### src/rtl/decode_stage.sv
// decode_stage: registered MIPS R/I/J decode between fetch and execute.
// Optional build macro DECODE_MULDIV_EN makes mult/multu/div/divu/mfhi/mflo legal.
//
// Ports:
//   clock, reset          : clock, synchronous active-high reset
//   flush                 : squash held record and any instruction offered this cycle
//   in_valid/in_ready     : fetch handshake; in_insn (32b), in_pc (PC_WIDTH)
//   out_valid/out_ready   : downstream handshake on the one-entry output register
//   out_pc, out_opcode, out_rs, out_rt, out_sa, out_func : raw instruction fields
//   out_dest, out_imm     : write-back index, extended immediate
//   out_br_target, out_j_target : branch / jump targets (always computed)
//   out_reg_write ... out_illegal : control flags
module decode_stage #(
  parameter int PC_WIDTH           = 32,
  parameter bit ZERO_DEST_SUPPRESS = 1'b1
) (
  input  logic                clock,
  input  logic                reset,
  input  logic                flush,
  input  logic                in_valid,
  output logic                in_ready,
  input  logic [31:0]         in_insn,
  input  logic [PC_WIDTH-1:0] in_pc,
  output logic                out_valid,
  input  logic                out_ready,
  output logic [PC_WIDTH-1:0] out_pc,
  output logic [5:0]          out_opcode,
  output logic [4:0]          out_rs,
  output logic [4:0]          out_rt,
  output logic [4:0]          out_dest,
  output logic [4:0]          out_sa,
  output logic [5:0]          out_func,
  output logic [31:0]         out_imm,
  output logic [PC_WIDTH-1:0] out_br_target,
  output logic [PC_WIDTH-1:0] out_j_target,
  output logic                out_reg_write,
  output logic                out_mem_read,
  output logic                out_mem_write,
  output logic                out_mem_byte,
  output logic                out_mem_unsigned,
  output logic                out_alu_imm,
  output logic                out_branch,
  output logic                out_jump,
  output logic                out_illegal
);

  typedef struct packed {
    logic [PC_WIDTH-1:0] pc;
    logic [5:0]          opcode;
    logic [4:0]          rs;
    logic [4:0]          rt;
    logic [4:0]          dest;
    logic [4:0]          sa;
    logic [5:0]          func;
    logic [31:0]         imm;
    logic [PC_WIDTH-1:0] br_target;
    logic [PC_WIDTH-1:0] j_target;
    logic                reg_write;
    logic                mem_read;
    logic                mem_write;
    logic                mem_byte;
    logic                mem_unsigned;
    logic                alu_imm;
    logic                branch;
    logic                jump;
    logic                illegal;
  } rec_t;

  rec_t rec_d, rec_q, dec;
  logic valid_d, valid_q;
  logic load;

  logic [5:0]          opcode;
  logic [4:0]          rs, rt, rd;
  logic [5:0]          func;
  logic [15:0]         imm16;
  logic [31:0]         imm_sx;
  logic [PC_WIDTH-1:0] pc4;
  logic [31:0]         pc4_w;
  logic [31:0]         j_w;
  logic                ill;

  assign opcode = in_insn[31:26];
  assign rs     = in_insn[25:21];
  assign rt     = in_insn[20:16];
  assign rd     = in_insn[15:11];
  assign func   = in_insn[5:0];
  assign imm16  = in_insn[15:0];
  assign imm_sx = {{16{imm16[15]}}, imm16};
  assign pc4    = in_pc + PC_WIDTH'(4);
  // Widen to 32 bits so the region bits [31:28] exist for any PC_WIDTH.
  assign pc4_w  = 32'(pc4);
  assign j_w    = {pc4_w[31:28], in_insn[25:0], 2'b00};

  always_comb begin
    dec           = '0;
    ill           = 1'b0;
    dec.pc        = in_pc;
    dec.opcode    = opcode;
    dec.rs        = rs;
    dec.rt        = rt;
    dec.sa        = in_insn[10:6];
    dec.func      = func;
    dec.imm       = imm_sx;
    dec.br_target = pc4 + PC_WIDTH'({imm_sx[29:0], 2'b00});
    dec.j_target  = PC_WIDTH'(j_w);
    unique case (opcode)
      6'h00: begin
        dec.dest = rd;
        unique case (func)
          6'h20, 6'h21, 6'h22, 6'h23,
          6'h2A, 6'h2B,
          6'h24, 6'h25, 6'h26, 6'h27,
          6'h00, 6'h02, 6'h03,
          6'h04, 6'h06, 6'h07: begin
            dec.reg_write = 1'b1;
          end
          6'h08: begin
            dec.jump = 1'b1;
            dec.dest = '0;
          end
          6'h09: begin
            dec.jump      = 1'b1;
            dec.reg_write = 1'b1;
          end
`ifdef DECODE_MULDIV_EN
          // HI/LO producers write no GPR; mfhi/mflo do.
          6'h18, 6'h19, 6'h1A, 6'h1B: begin
            dec.reg_write = 1'b0;
          end
          6'h10, 6'h12: begin
            dec.reg_write = 1'b1;
          end
`endif
          default: ill = 1'b1;
        endcase
      end
      6'h09, 6'h0A, 6'h0B: begin
        dec.dest      = rt;
        dec.reg_write = 1'b1;
        dec.alu_imm   = 1'b1;
      end
      6'h0D, 6'h0E: begin
        dec.dest      = rt;
        dec.reg_write = 1'b1;
        dec.alu_imm   = 1'b1;
        dec.imm       = {16'h0, imm16};
      end
      6'h0F: begin
        dec.dest      = rt;
        dec.reg_write = 1'b1;
        dec.alu_imm   = 1'b1;
        dec.imm       = {imm16, 16'h0};
      end
      6'h23, 6'h20, 6'h24: begin
        dec.dest         = rt;
        dec.reg_write    = 1'b1;
        dec.alu_imm      = 1'b1;
        dec.mem_read     = 1'b1;
        dec.mem_byte     = (opcode != 6'h23);
        dec.mem_unsigned = (opcode == 6'h24);
      end
      6'h2B, 6'h28: begin
        dec.alu_imm   = 1'b1;
        dec.mem_write = 1'b1;
        dec.mem_byte  = (opcode == 6'h28);
      end
      6'h04, 6'h05, 6'h06, 6'h07: begin
        dec.branch = 1'b1;
      end
      6'h01: begin
        // REGIMM: only bltz (rt=0) and bgez (rt=1) are implemented.
        if (rt == 5'd0 || rt == 5'd1) dec.branch = 1'b1;
        else ill = 1'b1;
      end
      6'h02: begin
        dec.jump = 1'b1;
      end
      6'h03: begin
        dec.jump      = 1'b1;
        dec.reg_write = 1'b1;
        dec.dest      = 5'd31;
      end
      default: ill = 1'b1;
    endcase
    if (ill) begin
      dec.dest         = '0;
      dec.reg_write    = 1'b0;
      dec.mem_read     = 1'b0;
      dec.mem_write    = 1'b0;
      dec.mem_byte     = 1'b0;
      dec.mem_unsigned = 1'b0;
      dec.alu_imm      = 1'b0;
      dec.branch       = 1'b0;
      dec.jump         = 1'b0;
      dec.illegal      = 1'b1;
    end
    if (ZERO_DEST_SUPPRESS && dec.dest == 5'd0) dec.reg_write = 1'b0;
  end

  assign in_ready = flush | ~valid_q | out_ready;
  assign load     = in_valid & in_ready & ~flush;

  always_comb begin
    rec_d   = rec_q;
    valid_d = valid_q;
    if (flush) begin
      valid_d = 1'b0;
    end else if (load) begin
      valid_d = 1'b1;
      rec_d   = dec;
    end else if (out_ready) begin
      valid_d = 1'b0;
    end
  end

  always_ff @(posedge clock) begin
    if (reset) begin
      valid_q <= 1'b0;
      rec_q   <= '0;
    end else begin
      valid_q <= valid_d;
      rec_q   <= rec_d;
    end
  end

  assign out_valid        = valid_q;
  assign out_pc           = rec_q.pc;
  assign out_opcode       = rec_q.opcode;
  assign out_rs           = rec_q.rs;
  assign out_rt           = rec_q.rt;
  assign out_dest         = rec_q.dest;
  assign out_sa           = rec_q.sa;
  assign out_func         = rec_q.func;
  assign out_imm          = rec_q.imm;
  assign out_br_target    = rec_q.br_target;
  assign out_j_target     = rec_q.j_target;
  assign out_reg_write    = rec_q.reg_write;
  assign out_mem_read     = rec_q.mem_read;
  assign out_mem_write    = rec_q.mem_write;
  assign out_mem_byte     = rec_q.mem_byte;
  assign out_mem_unsigned = rec_q.mem_unsigned;
  assign out_alu_imm      = rec_q.alu_imm;
  assign out_branch       = rec_q.branch;
  assign out_jump         = rec_q.jump;
  assign out_illegal      = rec_q.illegal;

endmodule

### config.mk
export PLATFORM = sky130hd
export DESIGN_NAME = decode_stage
export DESIGN_NICKNAME = d
export VERILOG_FILES = /design/src/rtl/decode_stage.sv
export SDC_FILE = /design/constraint.sdc
export NUM_CORES = 1
export LEC_CHECK = 0
export CELL_PAD_IN_SITES_DETAIL_PLACEMENT = 1
export CELL_PAD_IN_SITES_GLOBAL_PLACEMENT = 2
export CORE_UTILIZATION = 28
export CTS_CLUSTER_SIZE = 10
export DETAILED_ROUTE_END_ITERATION = 8
export GPL_TIMING_DRIVEN = 0
export PLACE_DENSITY = 0.83
export SYNTH_ARGS = -nofsm -noshare
export SYNTH_HDL_FRONTEND = slang
export SYNTH_SLANG_ARGS = --single-unit
### constraint.sdc
create_clock -name clock -period 6.47 [get_ports clock]
set_input_delay 1.6175 -clock clock [delete_from_list [all_inputs] [get_ports clock]]
set_output_delay 1.6175 -clock clock [all_outputs]
set_load 0.1 [all_outputs]
* Word level (Yosys, flattened, before mapping)
Cells that the tools add are included.
** Operators by class
- Reduce and logical (&&, ||, !) cells :: 20
- Bitwise operators :: 6
- Add/subtract/negate cells :: 2
- Muxes and demuxes :: 22
- Equality and inequality tests :: 37
** Operators by type and width (number)
- 6-bit == test, second input constant :: 15
- 32-bit one-hot mux with 2 select lines :: 1
- 6-bit by 4-bit == test with 1-bit output, second input constant :: 8
- 6-bit by 3-bit == test with 1-bit output, second input constant :: 7
- 17-bit OR reduction :: 2
- 32-bit by 3-bit adder with 32-bit output, second input constant :: 1
- 32-bit adder :: 1
- 6-bit by 2-bit == test with 1-bit output, second input constant :: 4
- 18-bit OR reduction :: 1
- 5-bit one-hot mux with 3 select lines :: 1
- 6-bit zero test :: 2
- 1-bit 2-to-1 mux :: 12
- 11-bit OR reduction :: 1
- 5-bit zero test :: 2
- 5-bit 2-to-1 mux :: 2
- 10-bit OR reduction :: 1
- 2-bit OR reduction :: 5
- 9-bit 2-to-1 mux :: 1
- 9-bit OR reduction :: 1
- 1-bit one-hot mux with 2 select lines :: 4
- 6-bit by 1-bit == test with 1-bit output, second input constant :: 1
- 6-bit != test, second input constant :: 1
- 5-bit by 1-bit == test with 1-bit output, second input constant :: 1
- 4-bit OR reduction :: 1
- 8 further kinds :: 11
** Word-level totals
- Flip-flop bits (word level) :: 168
- Logic and storage cells :: 107
- Output and inout bits :: 171
- Input port bits :: 69

* Depth between registers and ports, before layout
Gate-level depths: netlist (run 1).
- Depth after elaboration :: 7
- Depth in mapped cells :: 15

* Worst setup path after synthesis (run 1)
No wires, ideal clock.
- Kind :: input -> register
- Start :: input in_pc[7]
- End :: register rec_q (netlist bit out_br_target[24])
- Buffers on the path :: 2
- Setup slack :: 2.179 ns
- Stages on the path :: 15
- Data arrival time :: 4.173 ns
- Setup time :: 0.118 ns
- Path through :: and4_4 and3_4 buf_6 nand2_1 nor2_1 xor2_1 ha_1 buf_2 and3_1 and2_1 a221oi_1 o21ai_1 a221oi_2 xnor2_1 a22o_1
** On the way
- Cells in the longest elaborated chain, start to end :: 2
** Ends and longest elaborated chain
- start, declared :: RTL line 23 : input logic [PC_WIDTH-1:0] in_pc,
- 32-bit by 3-bit adder with 32-bit output :: RTL line 90 : assign pc4 = in_pc + PC_WIDTH'(4);
- 32-bit adder :: RTL line 105 : dec.br_target = pc4 + PC_WIDTH'({imm_sx[29:0], 2'b00});
- end signal, assigned :: RTL line 223 : rec_q <= rec_d;
- end, declared :: RTL line 69 : rec_t rec_d, rec_q, dec;
Every way passes these cells.
A chain may end at the register's enable or synchronous reset.

* Worst setup path after layout (run 1)
- Start :: input out_ready
- End :: output in_ready
** On the way
- Cells in the longest elaborated chain, start to end :: 1
** Ends and longest elaborated chain
- start, declared :: RTL line 25 : input logic out_ready,
- 1-bit bitwise OR :: RTL line 201 : assign in_ready = flush | ~valid_q | out_ready;
- end, declared :: RTL line 21 : output logic in_ready,
Every way passes these cells.

==> results.json, run 1 <==
{
  "status": "finished, final reports clean",
  "routed_wl_um": 30650,
  "clock-root-buffer": "clkbuf_16",
  "core_sq_um": 27100,
  "rr_endpoint": "out_br_target[2]",
  "yosysTopAreaCellShare_pct": 37.35,
  "post-place-ws_ps": 978.7,
  "finalCritPeriodShare_pct": 79.06,
  "rsz0062_at_grt": "false",
  "clock_power_share_pct": 35.1,
  "place_hpwl_um": 24050,
  "multiInputGateArea_sq_um": 4403,
  "layout.nets": 1351,
  "start_util_pct": 28.68,
  "synth_area_leader_cell": "dfxtp_1",
  "worst-setup-path-type": "in -> out",
  "synth_edf_count": 0,
  "dr.pass1.iters": 6,
  "wire_per_inst_um": 18.82,
  "switching_share_pct": 40.08,
  "grt_pass1_wl_um": 46130,
  "tightest_slew_ps": 1099,
  "via_per_inst": 4.941,
  "fin_crit_ps": 5115,
  "whs_endpoint": "out_br_target[8]",
  "crit_required_ps": 4850,
  "hp-class": "reg -> reg",
  "die-area_sq_um": 28430,
  "synthTopCellsByCount": "nand2_1, dfxtp_1, a21oi_1, nor2_1, nand3_1",
  "antenna_found_initial": 0,
  "critPathCaptureType": "output port",
  "synth_fa_ha_area_share_pct": 6.214,
  "drive_gt1_share_pct": 6.683,
  "synth-warning-count": 0,
  "ff2ff_path_depth": 7,
  "async_flop_share_pct": 0,
  "cts_buffers": 17,
  "hold_depth": 2,
  "vdd_drop_max_mv": 0.1909,
  "ios": 240,
  "mappedNetlistArea_sq_um": 7772,
  "fin_util_pct": 41.30,
  "postPlaceCellArea_sq_um": 10590,
  "grt_pass1_vias": 7971,
  "synth_most_common_cell": "nand2_1",
  "die_h_um": 168.6,
  "hold_violations": 0,
  "post_cts_resized": 0,
  "netlist_instances": 989,
  "htreeDepth": 4,
  "worstHoldStart": "out_br_target[8]",
  "yosys.cell_types.count": 73,
  "finalWeightedCongestion": 0.8660,
  "clock_skew_ps": 9.288,
  "drt_iter0_markers": 323,
  "max_freq_ghz": 0.1955,
  "hold_ws_ps": 454.6,
  "synth_top_family_by_area": "simple AND/OR/NAND/NOR gates",
  "postCtsSetupRepairBufs": 0,
  "timing.final.ws_setup_ps": 1355,
  "seq_area_sq_um": 2903,
  "crit_arrival_ps": 3500,
  "cp_max_fo": 3,
  "fillCellCount": 3258,
  "yosys.area_share.simple_pct": 22.81,
  "p_int_mw": 1.758,
  "max_slew_margin_pct": 26.49,
  "yosysSeqAreaShare_pct": 37.35,
  "ant_nets": 0,
  "std_cell_rows": 60,
  "p_seq_share_pct": 32.9,
  "critPathLaunchType": "primary input",
  "avgSynthCellArea_sq_um": 7.859,
  "clkSlewWorstSetupHoldPaths_ps": 60,
  "power_density_nw_per_um2": 262.1,
  "overflow": 0,
  "max_cap_violations": 0,
  "p_leak_nw": 4.115,
  "track_usage_pct": 21.36,
  "clk_path_buf_depth": 2,
  "buffer_ports.inserted": 235,
  "n_antenna_cell": 0,
  "cts_tree": "built",
  "synth_compound_area_share_pct": 21.44,
  "fp.dieW_um": 168.6,
  "final.setup.tns_ps": 0,
  "clk_latency_ps": 430,
  "hold_buffers": 0,
  "setup_viol": 0,
  "fin_area_sq_um": 11190,
  "finalMaxSlewViolations": 0,
  "ys_top_cells_by_area": "dfxtp_1, nand2_1, a21oi_1",
  "ff2ff_setup_slack_ps": 4000,
  "grt_max_degree": 24,
  "timing.rr.start": "out_valid",
  "power.switching_mw": 1.176,
  "yosys-mux-area-fraction_pct": 0.1288,
  "dr_total_vias": 8049,
  "synth_xor_xnor_area_share_pct": 5.956,
  "area_delta_synth_final_pct": 44.01,
  "comb_power_share_pct": 31.9,
  "drc_errors": 0,
  "clkSinkCount": 145,
  "synth_seq_cells": 145,
  "ys.flop_type": "dfxtp_1"
}
power groups by stage:
stage / registers [mW] / logic [mW] / clock network [mW]
detailed placement: 0.987 / 0.935 / 0
global placement: 0.986 / 0.929 / 0
CTS: 0.967 / 0.939 / 1.05
global route: 0.971 / 0.984 / 1.08
floorplan: 1.31 / 0.334 / 0
finish: 0.966 / 0.936 / 1.03
through the flow:
stage | cells | total power [mW]
after global routing | 1629 | 3.038
final | 1629 | 2.934
after CTS | 1629 | 2.954
after detailed placement | 1597 | 1.922
after global placement | 1597 | 1.914
after floorplan | 990 | 1.647
critical path, cell delays in order:
cell,delay [ps]
clkdlybuf4s50_1,450
nand2b_1,160
or2_2,150
clkdlybuf4s50_1,1120
layout make-up:
class                   count  area share (%)
multi-input cells         748           39.34
well taps                 372           4.158
inverters                  15          0.5030
clock inverters            14           1.431
clock buffers              18           3.924
plain buffers              82           3.700
repair buffers            235           21.02
flip-flops and latches    145           25.93
worst max-delay path by stage:
| stage | start | slack, ps | to |
|---|---|---|---|
| 4_1_cts | out_ready | 1360 | in_ready |
| 3_3_place_gp | in_pc[5] | 1030 | out_br_target[31] |
| 3_5_place_dp | in_pc[8] | 980 | out_br_target[30] |
| 6_report | out_ready | 1360 | in_ready |
| 2_1_floorplan | in_pc[7] | 2180 | out_br_target[24] |
| 5_1_grt | in_pc[2] | 1160 | out_br_target[31] |
layout by cell type (no fill, tap or decap), types with 3 or more instances in the layout:
master	instances
clkdlybuf4s50_1	235
nand2_1	210
dfxtp_1	145
a21oi_1	136
nor2_1	63
nand3_1	45
clkbuf_1	42
xnor2_1	37
ha_1	37
o21ai_0	31
buf_4	25
nor3_1	17
clkbuf_16	17
inv_1	15
xor2_1	14
nand4_1	13
a22o_1	13
a21o_1	12
buf_1	10
o211ai_1	9
o21ai_1	8
a221oi_1	7
o21a_1	6
and3_1	5
nand2b_1	5
nor2b_1	5
a211oi_1	5
or3_1	5
inv_6	5
buf_2	4
a31oi_1	4
o21bai_1	4
inv_8	4
a32o_1	3
o31ai_1	3
layer usage:
layer / GRT usage (%) / share of wire [%]
met5: 0 / 0
met4: 6.443 / 1.8
met3: 3.764 / 4.4
met2: 35.63 / 47
met1: 28.02 / 47
registers in the layout, indices dropped and copies added (netlist names):
name / count
out_alu_imm: 1
out_illegal: 1
out_sa: 4
out_imm: 32
out_branch: 1
out_dest: 5
out_rs: 4
out_reg_write: 1
out_mem_write: 1
out_br_target: 30
out_mem_byte: 1
out_valid: 1
out_j_target: 13
out_mem_read: 1
out_jump: 1
out_rt: 4
out_opcode: 6
out_pc: 32
out_mem_unsigned: 1
out_func: 5
logic make-up after synthesis:
| family | after synthesis |
|---|---|
| adders and majority gates | 38 |
| xor gates and xnor gates | 52 |
| DFF | 145 |
| AOI/OAI and AO/OA | 265 |
| other | 1 |
| muxes | 1 |
| and+or+nand+nor | 390 |
| buffers and inverters | 97 |
(Power assumes the default switching activity.)
==> run 2: changes to the inputs <==
--- a/config.mk
+++ b/config.mk
@@ -7,11 +7,11 @@
 export LEC_CHECK = 0
 export CELL_PAD_IN_SITES_DETAIL_PLACEMENT = 1
 export CELL_PAD_IN_SITES_GLOBAL_PLACEMENT = 2
-export CORE_UTILIZATION = 28
+export CORE_UTILIZATION = 24
 export CTS_CLUSTER_SIZE = 10
 export DETAILED_ROUTE_END_ITERATION = 8
 export GPL_TIMING_DRIVEN = 0
-export PLACE_DENSITY = 0.83
+export PLACE_DENSITY = 0.75
 export SYNTH_ARGS = -nofsm -noshare
 export SYNTH_HDL_FRONTEND = slang
 export SYNTH_SLANG_ARGS = --single-unit
==> constraint.sdc (replaced) <==
create_clock -name clock -period 4.7 [get_ports clock]
set_input_delay 1.175 -clock clock [delete_from_list [all_inputs] [get_ports clock]]
set_output_delay 1.175 -clock clock [all_outputs]
set_load 0.1 [all_outputs]
==> run 2 against run 1 <==
  * Via count about the same
  * Setup slack got worse by 1100 ps
  * Sequential power increased by 38%
  * Sequential cell count unchanged
  * Final area increased by 0.69%
  * Sequential share of layout area decreased by 0.18 points
  * Largest power group unchanged
  * Die area increased by 16%
  * Register-to-register slack got worse by 1800 ps
  * Utilization decreased by 5.8 points
  * Highest routed layer is now met5
  * Power increased by 38%
  * Non-clock buffer count increased by 1
==> results.json, run 2 (synthesized netlist as in run 1, its figures left out) <==
{
  "comb_power_share_pct": 32.1,
  "grt_pass1_wl_um": 48140,
  "crit_required_ps": 4980,
  "max_stage_delay_ps": 570,
  "critPathLaunchType": "primary input",
  "vdd_drop_max_mv": 0.2624,
  "via_per_inst": 4.848,
  "mostFrequentLayoutCells": "clkdlybuf4s50_1, nand2_1, dfxtp_1, a21oi_1, nor2_1",
  "ios": 240,
  "hold_buffers": 0,
  "power_mw": 4.042,
  "p_seq_share_pct": 32.9,
  "tightest_slew_ps": 1171,
  "die-area_sq_um": 33110,
  "cp_slowest_cell": "clkdlybuf4s50_1",
  "fillCellCount": 3825,
  "rsz0062_at_grt": "false",
  "place_inst": 1627,
  "switching_share_pct": 40.45,
  "max_freq_ghz": 0.2235,
  "fin_crit_ps": 4473,
  "hold_violations": 0,
  "track_usage_pct": 19.20,
  "cp_common_cell": "nand2_1",
  "drt_iter0_markers": 391,
  "max_slew_margin_pct": 21.69,
  "buffer_ports.inserted": 235,
  "finalMaxSlewViolations": 0,
  "fin_area_sq_um": 11270,
  "clk_latency_ps": 440,
  "wire_per_inst_um": 19.23,
  "routed_wl_um": 31920,
  "antenna_found_initial": 1,
  "grt_max_degree": 24,
  "cts_buffers": 17,
  "cts_tree": "built",
  "cp_max_fo": 8,
  "setup_viol": 0,
  "clkSinkCount": 145,
  "std_cell_rows": 65,
  "seq_area_sq_um": 2903,
  "fin_cells": 1660,
  "dr.pass1.iters": 4,
  "fp.dieW_um": 182.0,
  "clock_power_share_pct": 35.0,
  "drc_errors": 0,
  "power.switching_mw": 1.635,
  "multiInputGateArea_sq_um": 4429,
  "ant_nets": 0,
  "hp-class": "reg -> reg",
  "grt_pass1_vias": 8049,
  "overflow": 0,
  "clock-root-buffer": "clkbuf_16",
  "worst-setup-path-type": "in -> reg",
  "layout.nets": 1352,
  "postPlaceCellArea_sq_um": 10630,
  "start_util_pct": 24.50,
  "clkSlewWorstSetupHoldPaths_ps": 60,
  "power_density_nw_per_um2": 358.6,
  "area_delta_synth_final_pct": 45.01,
  "place_hpwl_um": 25250,
  "n_antenna_cell": 0,
  "p_leak_nw": 4.165,
  "status": "finished, final reports clean",
  "finalWeightedCongestion": 0.8340,
  "critPathCaptureType": "flip-flop",
  "crit_chain": "clkdlybuf4s50_1 -> and4_4 -> and3_4 -> buf_6 -> nand2_1 -> nor2_1 -> xor2_1 -> ha_1 -> buf_2 -> nand2_1 -> o21ai_1 -> a2111oi_2 -> nand2_1 -> a221oi_4 -> mux2i_1 -> a41oi_1",
  "crit_arrival_ps": 4750,
  "die_h_um": 182.0,
  "layout_commonest_cell": "clkdlybuf4s50_1",
  "clk_path_buf_depth": 2,
  "dr_total_vias": 8047,
  "p_int_mw": 2.407,
  "drive_gt1_share_pct": 7.075,
  "finalCritPeriodShare_pct": 95.18,
  "clock_skew_ps": 12.43,
  "max_cap_violations": 0,
  "ff2ff_path_depth": 7,
  "htreeDepth": 4,
  "hold_depth": 2,
  "core_sq_um": 31720
}
## run 2: cell types whose count changed in the layout (fill, tap and decap cells not counted), sizes merged
cell	delta
clkinv	+1
buf	+1
dlymetal6s2s	+4
clkdlybuf4s50	-4
inv	-1
## run 2: path summary, 6_finish.rpt
path | start | endpoint | slack [ps]
setup / recovery | in_pc[5] | out_br_target[31] | 230
hold / removal | out_dest[3] | out_dest[3] | 450
setup reg to reg | out_valid | out_br_target[3] | 2250
hold reg to reg | out_dest[3] | out_dest[3] | 450
## run 2: timing repair
item / 4_1_cts / 5_1_grt
endpoints found under the hold margin: 0 / 0
buffers inserted: 0 / 1
resized for setup: 0 / 11
endpoints found under the setup margin: 0 / 6
## run 2: critical path, delay by kind of cell
kind / cells / cell delay [ps]
xor gates and xnor gates: 1 / 170
AOI/OAI and AO/OA: 4 / 1010
adders and majority gates: 1 / 250
and+or+nand+nor: 6 / 1010
muxes: 1 / 240
buffers and inverters: 3 / 880
## run 2: through the flow
step           hold slack (ps)  util, %  setup slack [ps]  setup TNS [ps]
6_report                 451.6    35.53             226.7               0
5_1_grt                  472.3    35.53             9.677               0
4_1_cts                  454.0    35.39             41.41               0
3_5_place_dp             444.7    33.52            -419.5           -2161
3_3_place_gp             438.8    33.52            -392.8           -2044
2_1_floorplan            875.2        -             851.9               0
## run 2: layout make-up
cell class | instances | area share, %
clock inverter | 14 | 1.465
inverter | 15 | 0.4996
timing repair buffer | 236 | 21.03
tap | 402 | 4.463
clock buffer | 18 | 3.808
sequential | 145 | 25.75
multi-input combinational | 748 | 39.30
buffer | 82 | 3.686
## run 2: per-layer routing
layer  vias up  global-route usage, %  wire, um
li1       3940                      -         -
met1      3881                  25.89     15130
met2       194                  31.58     14800
met3        30                  3.049      1499
met4         2                  5.277       469
met5         -                      0        12
## run 2: power groups by stage
stage | clock network (mW) | registers (mW) | logic, mW
final | 1.41 | 1.33 | 1.30
after floorplan | 0 | 1.81 | 0.459
after detailed placement | 0 | 1.36 | 1.30
after global routing | 1.49 | 1.34 | 1.37
after global placement | 0 | 1.36 | 1.29
after CTS | 1.44 | 1.33 | 1.30
==> run 3: changes to the inputs <==
--- a/config.mk
+++ b/config.mk
@@ -12,6 +12,7 @@
 export DETAILED_ROUTE_END_ITERATION = 8
 export GPL_TIMING_DRIVEN = 0
 export PLACE_DENSITY = 0.75
+export SLEW_MARGIN = 20
 export SYNTH_ARGS = -nofsm -noshare
 export SYNTH_HDL_FRONTEND = slang
 export SYNTH_SLANG_ARGS = --single-unit
==> run 3 against run 2 <==
  * Power shrank 0.93%
  * Clock power is essentially flat
  * Global-route usage down 0.14 points
  * Final area fell by 0.17%
  * Setup slack worse by 44 ps
  * Die area did not move
  * Utilization shrank 0.059 points
==> results.json, run 3 (synthesized netlist as in run 1, its figures left out) <==
{
  "hold_violations": 0,
  "path_delay_family": "simple AND/OR/NAND/NOR gates",
  "worstHoldStart": "out_dest[3]",
  "core_sq_um": 31720,
  "crit_end": "out_br_target[22]",
  "cts_buffers": 17,
  "fin_cells": 1661,
  "max_cap_violations": 0,
  "max_stage_delay_ps": 580,
  "area_delta_synth_final_pct": 44.77,
  "antenna_found_initial": 1,
  "cp_slowest_cell": "clkdlybuf4s50_1",
  "drive_gt1_share_pct": 7.075,
  "hp-class": "reg -> reg",
  "drt_iter0_markers": 379,
  "mostFrequentLayoutCells": "clkdlybuf4s50_1, nand2_1, dfxtp_1, a21oi_1, nor2_1",
  "grt_max_degree": 24,
  "final.setup.tns_ps": 0,
  "cp_max_fo": 8,
  "ff2ff_setup_slack_ps": 2220,
  "worst-setup-path-type": "in -> reg",
  "clkSinkCount": 145,
  "die-area_sq_um": 33110,
  "fin_crit_ps": 4518,
  "crit_required_ps": 5070,
  "drc_errors": 0,
  "power_density_nw_per_um2": 355.9,
  "dr_total_vias": 8049,
  "grt_pass1_vias": 8035,
  "std_cell_rows": 65,
  "critPathLaunchType": "primary input",
  "via_per_inst": 4.846,
  "setup_viol": 0,
  "grt_pass1_wl_um": 47880,
  "die_h_um": 182.0,
  "critPathCaptureType": "flip-flop",
  "p_leak_nw": 4.151,
  "place_hpwl_um": 25240,
  "start_util_pct": 24.50,
  "vdd_drop_max_mv": 0.2458,
  "rr_endpoint": "out_rs[3]",
  "path_buf_inv": 3,
  "fin_util_pct": 35.48,
  "crit_arrival_ps": 4890,
  "buffer_ports.inserted": 235,
  "clk_path_buf_depth": 2,
  "multiInputGateArea_sq_um": 4428,
  "path_depth": 16,
  "track_usage_pct": 19.06,
  "finalWeightedCongestion": 0.8340,
  "hold_ws_ps": 447.9,
  "hold_buffers": 0,
  "overflow": 0,
  "crit_chain": "clkdlybuf4s50_1 -> and4_4 -> and3_4 -> buf_6 -> nand2_1 -> nor2_1 -> xor2_1 -> ha_1 -> buf_2 -> and3_1 -> and2_1 -> nand4_1 -> o21ai_1 -> a31oi_1 -> xnor2_1 -> a22o_1",
  "fp.dieW_um": 182.0,
  "clock_skew_ps": 10.86,
  "finalCritPeriodShare_pct": 96.12,
  "finalMaxSlewViolations": 0,
  "ant_nets": 0,
  "post-place-ws_ps": -425.7,
  "cp-startpoint": "in_pc[6]",
  "ios": 240,
  "clk_latency_ps": 430,
  "place_inst": 1627,
  "clkSlewWorstSetupHoldPaths_ps": 60,
  "seq_area_sq_um": 2903,
  "status": "finished, final reports clean",
  "tightest_slew_ps": 1075,
  "routed_wl_um": 32010,
  "ff2ff_path_depth": 7,
  "layout_commonest_cell": "clkdlybuf4s50_1",
  "max_freq_ghz": 0.2214,
  "fillCellCount": 3816,
  "htreeDepth": 4,
  "timing.rr.start": "out_valid",
  "dr.pass1.iters": 5,
  "max_slew_margin_pct": 28.09,
  "layout.nets": 1352,
  "clock-root-buffer": "clkbuf_16",
  "cts_tree": "built",
  "wire_per_inst_um": 19.27,
  "timing.final.ws_setup_ps": 182.4
}
## run 3: where the power goes
part	switching, mW	leakage, nW	internal, mW	total, mW
logic	0.942	2.69	0.355	1.30
registers	0.0386	1.18	1.29	1.33
clock network	0.627	0.272	0.749	1.38
## run 3: final cells by class
type / count / area share (%)
multi-input cells: 748 / 39.35
flip-flops and latches: 145 / 25.80
repair buffers: 236 / 21.02
well taps: 402 / 4.470
clock buffers: 18 / 3.814
plain buffers: 82 / 3.692
clock inverters: 14 / 1.334
inverters: 15 / 0.5004
diodes: 1 / 0.02224
## run 3: metal layers
| layer | vias to the layer above | part of all wire [%] | track usage [%] |
|---|---|---|---|
| met3 | 25 | 3.4 | 2.688 |
| met4 | 2 | 1.5 | 5.008 |
| met2 | 195 | 47 | 31.86 |
| met5 | - | 0.037 | 0 |
| met1 | 3884 | 48 | 25.59 |
| li1 | 3943 | - | - |
## run 3: what timing repair did
| action | CTS | global route |
|---|---|---|
| setup buffers | 0 | 1 |
| endpoints found under the hold margin | 0 | 0 |
| gates resized for setup | 0 | 10 |
| endpoints found under the setup margin | 0 | 6 |
## run 3: metrics by stage
stage	area [sq um]	power, mW
finish	11250	4.004
global route	11250	4.163
CTS	11210	4.040
global placement	10630	2.645
floorplan	7776	2.267
detailed placement	10630	2.655
## run 3: worst min-delay path, cell delays in order (launching register included)
cell	delay, ps
dfxtp_1	310
nand2_1	50
o21ai_1	50
## run 3: worst min-delay path by stage
stage	slack, ps	cells past startpoint	to
CTS	450	2	out_dest[3]
global route	470	2	out_br_target[15]
detailed placement	440	2	out_dest[3]
floorplan	880	2	out_dest[4]
global placement	440	2	out_imm[0]
finish	450	2	out_dest[3]
